## src/rtl/adaptive_mode_controller.sv

```systemverilog
// adaptive_mode_controller: LP (2-stage, clock-enabled) / HP (1-stage) decoder
// with drain-and-settle mode switching. Optional macro: MODE_SWITCH_STATS_EN.
module adaptive_mode_controller #(
  parameter int OPCODE_W      = 3,
  parameter int WINDOW        = 16,
  parameter int HI_THRESH     = 12,
  parameter int LO_THRESH     = 4,
  parameter int SETTLE_CYCLES = 2,
  parameter bit RESET_MODE    = 1'b0
) (
  input  logic                         clk,
  input  logic                         rst_n,
  input  logic [OPCODE_W-1:0]          opcode,
  input  logic                         valid,
  output logic                         ready,
  input  logic                         auto_en,
  input  logic                         mode_req,
  output logic                         out_valid,
  output logic                         reg_write,
  output logic                         mem_read,
  output logic                         mem_write,
  output logic                         alu_src,
  output logic                         branch,
  output logic                         jump,
  output logic [2:0]                   alu_op,
  output logic                         power_mode_active,
  output logic                         perf_mode_active,
  output logic                         switching,
  output logic [$clog2(WINDOW+1)-1:0]  activity_count,
  output logic [15:0]                  switch_count
);

  localparam int CW = $clog2(WINDOW + 1);
  localparam int YW = $clog2(WINDOW);
  localparam int SW = (SETTLE_CYCLES > 0) ?
                      $clog2(SETTLE_CYCLES + 1) : 1;

  localparam logic [CW-1:0] WIN_C  = CW'(WINDOW);
  localparam logic [CW-1:0] HI_C   = CW'(HI_THRESH);
  localparam logic [CW-1:0] LO_C   = CW'(LO_THRESH);
  localparam logic [YW-1:0] LAST_C = YW'(WINDOW - 1);
  localparam logic [SW-1:0] SET_C  = SW'(SETTLE_CYCLES);
  localparam logic [SW-1:0] ONE_C  = SW'(1);

  typedef enum logic [1:0] {
    RUN    = 2'd0,
    DRAIN  = 2'd1,
    SETTLE = 2'd2
  } state_t;

  typedef struct packed {
    logic       reg_write;
    logic       mem_read;
    logic       mem_write;
    logic       alu_src;
    logic       branch;
    logic       jump;
    logic [2:0] alu_op;
  } ctrl_t;

  function automatic ctrl_t decode(
    input logic [OPCODE_W-1:0] op
  );
    ctrl_t      c;
    logic       hi;
    logic [2:0] lo;
    c  = '0;
    hi = |(op >> 3);
    lo = op[2:0];
    unique case (1'b1)
      (!hi && lo == 3'd0): begin
        c.reg_write = 1'b1;
        c.alu_op    = 3'b010;
      end
      (!hi && lo == 3'd1): begin
        c.reg_write = 1'b1;
        c.mem_read  = 1'b1;
        c.alu_src   = 1'b1;
      end
      (!hi && lo == 3'd2): begin
        c.mem_write = 1'b1;
        c.alu_src   = 1'b1;
      end
      (!hi && lo == 3'd3): begin
        c.branch = 1'b1;
        c.alu_op = 3'b001;
      end
      (!hi && lo == 3'd4): begin
        c.jump = 1'b1;
      end
      default: c = '0;
    endcase
    return c;
  endfunction

  state_t        state_q, state_d;
  logic          mode_q, mode_d;
  logic [SW-1:0] cnt_q, cnt_d;

  logic [YW-1:0] cyc_q;
  logic [CW-1:0] acc_q;
  logic [CW-1:0] act_q;
  logic [CW-1:0] tally;
  logic          dec_q;

  logic          accept;
  logic          target;
  logic          empty;

  logic                s0_v;
  logic [OPCODE_W-1:0] s0_op;
  ctrl_t               s0_c;
  logic                s1_v;
  ctrl_t               s1_c;
  logic                o_v;
  ctrl_t               o_c;
  logic                lp_path;
  logic                o_in_v;
  ctrl_t               o_in_c;

  assign accept  = valid & ready;
  assign target  = auto_en ? dec_q : mode_req;
  assign empty   = ~(s0_v | s1_v | o_v);
  assign lp_path = ~mode_q;
  assign s0_c    = decode(s0_op);
  assign o_in_v  = lp_path ? s1_v : s0_v;
  assign o_in_c  = lp_path ? s1_c : s0_c;

  // Pipeline valid flags; cleared on reset so in-flight work is dropped.
  always_ff @(posedge clk or negedge rst_n) begin
    if (!rst_n) begin
      s0_v <= 1'b0;
      s1_v <= 1'b0;
      o_v  <= 1'b0;
    end else begin
      s0_v <= accept;
      s1_v <= s0_v & lp_path;
      o_v  <= o_in_v;
    end
  end

  // Pipeline payload registers only load when their input is valid.
  always_ff @(posedge clk or negedge rst_n) begin
    if (!rst_n) begin
      s0_op <= '0;
      s1_c  <= '0;
      o_c   <= '0;
    end else begin
      if (accept)
        s0_op <= opcode;
      if (s0_v & lp_path)
        s1_c <= s0_c;
      if (o_in_v)
        o_c <= o_in_c;
    end
  end

  // Controls are forced low whenever no result is presented.
  always_comb begin
    out_valid = o_v;
    reg_write = o_v & o_c.reg_write;
    mem_read  = o_v & o_c.mem_read;
    mem_write = o_v & o_c.mem_write;
    alu_src   = o_v & o_c.alu_src;
    branch    = o_v & o_c.branch;
    jump      = o_v & o_c.jump;
    alu_op    = o_v ? o_c.alu_op : 3'b000;
  end

  // Mode FSM state register.
  always_ff @(posedge clk or negedge rst_n) begin
    if (!rst_n) begin
      state_q <= RUN;
      mode_q  <= RESET_MODE;
      cnt_q   <= '0;
    end else begin
      state_q <= state_d;
      mode_q  <= mode_d;
      cnt_q   <= cnt_d;
    end
  end

  // Next state: SETTLE always lasts at least one cycle; the
  // new mode is the target sampled on the final SETTLE edge.
  always_comb begin
    state_d = state_q;
    mode_d  = mode_q;
    cnt_d   = cnt_q;
    unique case (state_q)
      RUN: begin
        if (target != mode_q)
          state_d = DRAIN;
      end
      DRAIN: begin
        if (empty) begin
          state_d = SETTLE;
          cnt_d   = SET_C;
        end
      end
      SETTLE: begin
        if (cnt_q <= ONE_C) begin
          state_d = RUN;
          mode_d  = target;
        end else begin
          cnt_d = cnt_q - ONE_C;
        end
      end
      default: state_d = RUN;
    endcase
  end

  // FSM outputs.
  always_comb begin
    ready             = (state_q == RUN);
    switching         = (state_q != RUN);
    power_mode_active = ~mode_q;
    perf_mode_active  = mode_q;
  end

  // Running tally including the accept on the current edge.
  always_comb begin
    tally = (acc_q == WIN_C) ? acc_q : acc_q + CW'(accept);
  end

  // Windowed activity monitor with hysteresis decision.
  always_ff @(posedge clk or negedge rst_n) begin
    if (!rst_n) begin
      cyc_q <= '0;
      acc_q <= '0;
      act_q <= '0;
      dec_q <= RESET_MODE;
    end else if (cyc_q == LAST_C) begin
      cyc_q <= '0;
      acc_q <= '0;
      act_q <= tally;
      if (tally >= HI_C)
        dec_q <= 1'b1;
      else if (tally <= LO_C)
        dec_q <= 1'b0;
    end else begin
      cyc_q <= cyc_q + YW'(1);
      acc_q <= tally;
    end
  end

  assign activity_count = act_q;

`ifdef MODE_SWITCH_STATS_EN
  logic        sw_done;
  logic [15:0] swc_q;

  assign sw_done = (state_q == SETTLE) &&
                   (state_d == RUN) &&
                   (mode_d != mode_q);

  // Saturating count of completed mode changes.
  always_ff @(posedge clk or negedge rst_n) begin
    if (!rst_n)
      swc_q <= '0;
    else if (sw_done && swc_q != 16'hFFFF)
      swc_q <= swc_q + 16'd1;
  end

  assign switch_count = swc_q;
`else
  assign switch_count = 16'd0;
`endif

endmodule

```

## config.mk

```make
export PLATFORM = sky130hd
export DESIGN_NAME = adaptive_mode_controller
export DESIGN_NICKNAME = d
export VERILOG_FILES = /design/src/rtl/adaptive_mode_controller.sv
export SDC_FILE = /design/constraint.sdc
export NUM_CORES = 1
export LEC_CHECK = 0
export ABC_AREA = 1
export BUFFER_PORTS_ARGS = -buffer_cell sky130_fd_sc_hd__buf_2
export CORE_ASPECT_RATIO = 1.25
export CORE_MARGIN = 2
export CORE_UTILIZATION = 58
export CTS_CLUSTER_DIAMETER = 100
export DETAILED_ROUTE_END_ITERATION = 8
export HOLD_SLACK_MARGIN = 0.02
export MAX_ROUTING_LAYER = met4
export PLACE_DENSITY = 0.94
export SYNTH_ARGS = -nofsm -noshare
export SYNTH_HDL_FRONTEND = slang
export SYNTH_SLANG_ARGS = --single-unit
```

## constraint.sdc

```tcl
create_clock -name clk -period 4.11 [get_ports clk]
set_input_delay 0.822 -clock clk [delete_from_list [all_inputs] [get_ports clk]]
set_output_delay 0.822 -clock clk [all_outputs]
set_load 0.05 [all_outputs]
```

### Word-level counts from Yosys, hierarchy flattened

Cells that the tools add are included.

* output and inout bits: 35
* register bits after elaboration: 44
* logic and storage cells: 88
* bits of input ports: 8

* bitwise logic cells: 11
* equality and inequality tests: 13
* reduce and logical (&&, ||, !) cells: 11
* magnitude comparators: 3
* mux-type cells: 22
* add/subtract/negate cells: 3

Operators by type and width (count)
* 2-to-1 mux 1 bit: 10
* 2-to-1 mux 5 bit: 2
* 2-to-1 mux 9 bit: 1
* AND 1 bit: 8
* 2-to-1 mux 2 bit: 4
* one-hot mux 2 bit (2 select lines): 2
* == test 3 x 2 -> 1 bit, second input constant: 2
* != test 2 bit, second input constant: 3
* one-hot mux 2 bit (3 select lines): 1
* AND reduction 3 bit: 2
* nonzero test 2 bit: 3
* adder 5 x 1 -> 5 bit: 1
* == test 5 bit, second input constant: 1
* greater-or-equal comparator 5 x 4 -> 1 bit, second input constant: 1
* <= comparator 5 x 3 -> 1 bit, second input constant: 1
* adder 4 x 1 -> 4 bit, second input constant: 1
* == test 4 bit, second input constant: 1
* 2-to-1 mux 4 bit: 1
* AND reduction 2 bit: 2
* OR reduction 2 bit: 2
* == test 3 x 1 -> 1 bit, second input constant: 1
* == test 3 bit, second input constant: 1
* logical NOT 3 bit: 1
* 2-to-1 mux 3 bit: 1
* 9 further kinds: 10

### Longest topological paths before layout

* depth in word-level cells: 7
* gate-level depth with buffers: 12
* gate-level depth less buffers: 12

### Worst setup path after synthesis

OpenSTA, ideal clock, no wires.

* path type: register -> output
* from: reg state_q[0]
* to: out switching
* stages on the path, launching flop included: 3
* arrival: 1.560 ns
* path buffers: 0
* data required time: 3.288 ns
* path slack: 1.728 ns
* cell sequence: dfrtp_1 -> nor2_1 -> inv_1

* longest elaborated chain between the ends: 1

RTL lines
* from (decl): line 96 `state_t state_q, state_d;`
* from (signal assigned): line 177 `state_q <= state_d;`
* nonzero test 2 bit: line 215 `switching = (state_q != RUN);`
* to (decl): line 28 `output logic switching,`

No other way between the ends.

### Final worst setup path

* from: reg mode_q, in the netlist perf_mode_active
* to: out power_mode_active

* longest elaborated chain between the ends: 1

RTL lines
* from (decl): line 97 `logic mode_q, mode_d;`
* from (signal assigned): line 178 `mode_q <= mode_d;`
* NOT 1 bit: line 216 `power_mode_active = ~mode_q;`
* to (decl): line 26 `output logic power_mode_active,`

No other way between the ends.

==> flow_metrics.env <==
export IMPL_outcome="completed"
export IMPL_ctsHoldBuffers=0
export IMPL_slew_headroom_pct=39.7
export IMPL_synthAdderAreaFrac_pct=2.49
export IMPL_drtAntennaViolNets=0
export IMPL_dr_pass1_iters=4
export IMPL_syn_inst=235
export IMPL_synth_top_area_share_pct=52.4
export IMPL_combinationalPowerShare_pct=40.4
export IMPL_clock_skew_final_ns=0.0104
export IMPL_pre_cts_ws_ns=1.88
export IMPL_worst_pin_slew_ns=0.904
export IMPL_synth_area_top_cells="dfrtp_1 (52%), nand2_1 (11%), buf_4 (6.4%), nor2_1 (5.0%), inv_1 (4.7%)"
export IMPL_synthXorXnorAreaFrac_pct=1.75
export IMPL_synthToLayoutAreaGrowth_pct=11.0
export IMPL_drcViolationCount=0
export IMPL_cts_root_buffer="clkbuf_8"
export IMPL_core_area_sq_mm=0.00325
export IMPL_setup_violations_final=0
export IMPL_reg2reg_depth=10
export IMPL_clk_pin_slew_worst_paths_ns=0.08
export IMPL_dpl_hpwl_mm=2.56
export IMPL_min_path_type="flop to flop"
export IMPL_switching_share_pct=44.4
export IMPL_cp_required_ns=3.29
export IMPL_cap_violations=0
export IMPL_cellPowerDensity_mw_per_mm2=812
export IMPL_cpPeakStageDelay_ns=0.65
export IMPL_synthTopCellsByCount="nand2_1 (58), dfrtp_1 (42), nor2_1 (27)"
export IMPL_ir_worst_vdd_mv=0.707
export IMPL_finalHoldViolCount=0
export IMPL_synthMuxAreaShare_pct=0
export IMPL_cp_depth=2
export IMPL_first_iter_violations=44
export IMPL_intPower_mw=1.01
export IMPL_grt_pass1_vias=1388
export IMPL_synth_top_area_cell="dfrtp_1"
export IMPL_cts_sinks=42
export IMPL_final_util_pct=68.5
export IMPL_fmax_ghz=0.452
export IMPL_worstSetupEndpointType="primary output"
export IMPL_path_cells="inv_2 -> buf_2"
export IMPL_totalWireLength_mm=3.48
export IMPL_synth_distinct_cells=28
export IMPL_cts_setup_buffers=0
export IMPL_holdCritStartpoint="activity_count[0]$_DFFE_PN0P_"
export IMPL_min_period_ns=2.21
export IMPL_power_mw=1.81
export IMPL_antenna_found_initial=0
export IMPL_slowest_stage="dfrtp_1"
export IMPL_via_count=1491
export IMPL_holdPathEnd="activity_count[0]$_DFFE_PN0P_"
export IMPL_fp_dieArea_sq_mm=0.00395
export IMPL_regToRegStartpoint="state_q[0]$_DFFE_PN0P_"
export IMPL_start_util_pct=61.7
export IMPL_slew_viol_final=0
export IMPL_startpoint_type="flop"
export IMPL_vias_per_cell=4.97
export IMPL_multi_input_area_sq_um=756
export IMPL_r2r_end="dec_q$_DFFE_PN0P_"
export IMPL_clockBufferDepth=2
export IMPL_die_w_um=56.6
export IMPL_r2r_slack_ns=2.19
export IMPL_fin_tns_setup_ns=0
export IMPL_cts_tree="yes"
export IMPL_cp_max_fo=12
export IMPL_antennaDiodeCount=0
export IMPL_synth_top_family_by_area="simple AND/OR/NAND/NOR gates"
export IMPL_synthSimpleGateAreaFrac_pct=20.5
export IMPL_grt_pass1_wl_mm=6.07
export IMPL_clkPwrFrac_pct=22.1
export IMPL_ff_latch_area_sq_mm=0.00105
export IMPL_io_buffers=25
export IMPL_async_flop_share_pct=100
export IMPL_path_delay_family="flip-flops"
export IMPL_seq_power_share_pct=37.5
export IMPL_numCtsBuffers=5
export IMPL_synth_seq_cells=42
export IMPL_drive_gt1_share_pct=15.6
export IMPL_yosysMostFrequentCell="nand2_1"
export IMPL_grt_max_degree=43
export IMPL_h_tree_depth=2
export IMPL_arrival_ns=1.39
export IMPL_worst_path_buf_inv=2
export IMPL_switchingPower_mw=0.802
export IMPL_synth_flop_cell="dfrtp_1"
export IMPL_grt_setup_unrepaired="false"
export IMPL_grt_overflow=0
export IMPL_ios=43
export IMPL_wl_per_cell_um=11.6
export IMPL_fill_cells=279
export IMPL_yosysSeqAreaShare_pct=52.4
export IMPL_grt_use_total_pct=19.9
export IMPL_criticalPathCategory="flop to primary output"
export IMPL_hold_depth=2
export IMPL_clk_latency_ns=0.29
export IMPL_avgSynthCellArea_sq_um=8.54
export IMPL_min_period_over_period_pct=53.8
export IMPL_postCtsResizedCells=0
export IMPL_synth_edff_count=0
export IMPL_core_rowCount=23
export IMPL_mappedNetlistArea_sq_mm=0.00201
export IMPL_yosysWarnings=0
export IMPL_synth_compound_area_share_pct=9.73
export IMPL_gp_congestion=0.900
export IMPL_worst_slack_ns=1.90
export IMPL_die_h_um=69.8
export IMPL_p_leak_nw=1.27
export IMPL_nets=274
worst max path at each step:
stage,from,end,slack (ns)
detailed placement,valid,dec_q$_DFFE_PN0P_,1.88
CTS,perf_mode_active$_DFFE_PN0P_,power_mode_active,1.88
global placement,valid,dec_q$_DFFE_PN0P_,1.93
floorplan,state_q[0]$_DFFE_PN0P_,switching,1.73
global route,perf_mode_active$_DFFE_PN0P_,power_mode_active,1.79
finish,perf_mode_active$_DFFE_PN0P_,power_mode_active,1.90
placed cells by master (no fill, tap or decap):
master,synthesis,routed
o21ai_0,14,14
inv_4,1,1
nor2_4,1,1
nor3_2,1,1
a31oi_1,1,1
o22ai_1,1,1
nor3_1,1,1
ha_1,4,4
nand2_1,58,58
o211ai_1,1,1
buf_2,2,25
dfrtp_1,42,42
inv_2,2,2
inv_1,25,25
bufinv_16,0,2
nor2_1,27,27
clkbuf_8,0,6
o21ai_4,1,1
nand4_1,3,3
a21oi_2,1,1
xor2_1,4,4
conb_1,1,17
or2_2,1,1
o21ai_1,8,8
and2_1,1,1
nand3_1,7,7
a21oi_1,8,8
final cells by class:
type,count,area share (%)
well taps,37,2.08
flip-flops and latches,42,47.2
inverters,28,4.83
clock inverters,2,2.70
clock buffers,6,3.71
repair buffers,25,5.61
multi-input cells,160,33.9
power groups by stage:
stage / Sequential, mW / Clock [mW] / Combinational [mW]
after global placement: 0.676 / 0 / 0.712
after global routing: 0.702 / 0.425 / 0.803
after CTS: 0.679 / 0.407 / 0.738
after floorplan: 0.741 / 0 / 0.535
after detailed placement: 0.685 / 0 / 0.732
final: 0.678 / 0.400 / 0.730
state kept, by name (all words and copies together) (netlist names):
register / cells
cnt_q: 2
dec_q: 1
state_q: 2
s1_v: 1
cyc_q: 4
s1_c: 8
activity_count: 5
perf_mode_active: 1
s0_v: 1
out_valid: 1
s0_op: 3
o_c: 8
acc_q: 5
tightest hold or removal path, stage by stage, from the launching register on:
cell and delay (ns):
dfrtp_1 0.34, nand2_1 0.05, o21ai_0 0.06
per-layer routing:
metal  up-vias  wire length (um)  global-route usage (%)
met5         -                 0                       -
met4         0                31                    7.41
met3         4               181                    4.66
met2        43              1810                    32.6
met1       685              1460                    23.7
li1        759                 -                       -
cells by family after synthesis:
group	count (synthesis)
xor gates and xnor gates	4
adders and majority gates	4
AOI/OAI and AO/OA	35
other	1
and+or+nand+nor	100
buffers and inverters	49
DFF	42
per-stage QoR:
step                      instances  cell area [sq um]  hold slack (ns)
after floorplan                 251               2070            0.441
after detailed placement        292               2090            0.470
final                           300               2230            0.492
after global routing            300               2230            0.513
after CTS                       300               2230            0.492
after global placement          292               2090            0.464
Note: power is estimated with default switching activity, not from simulation.
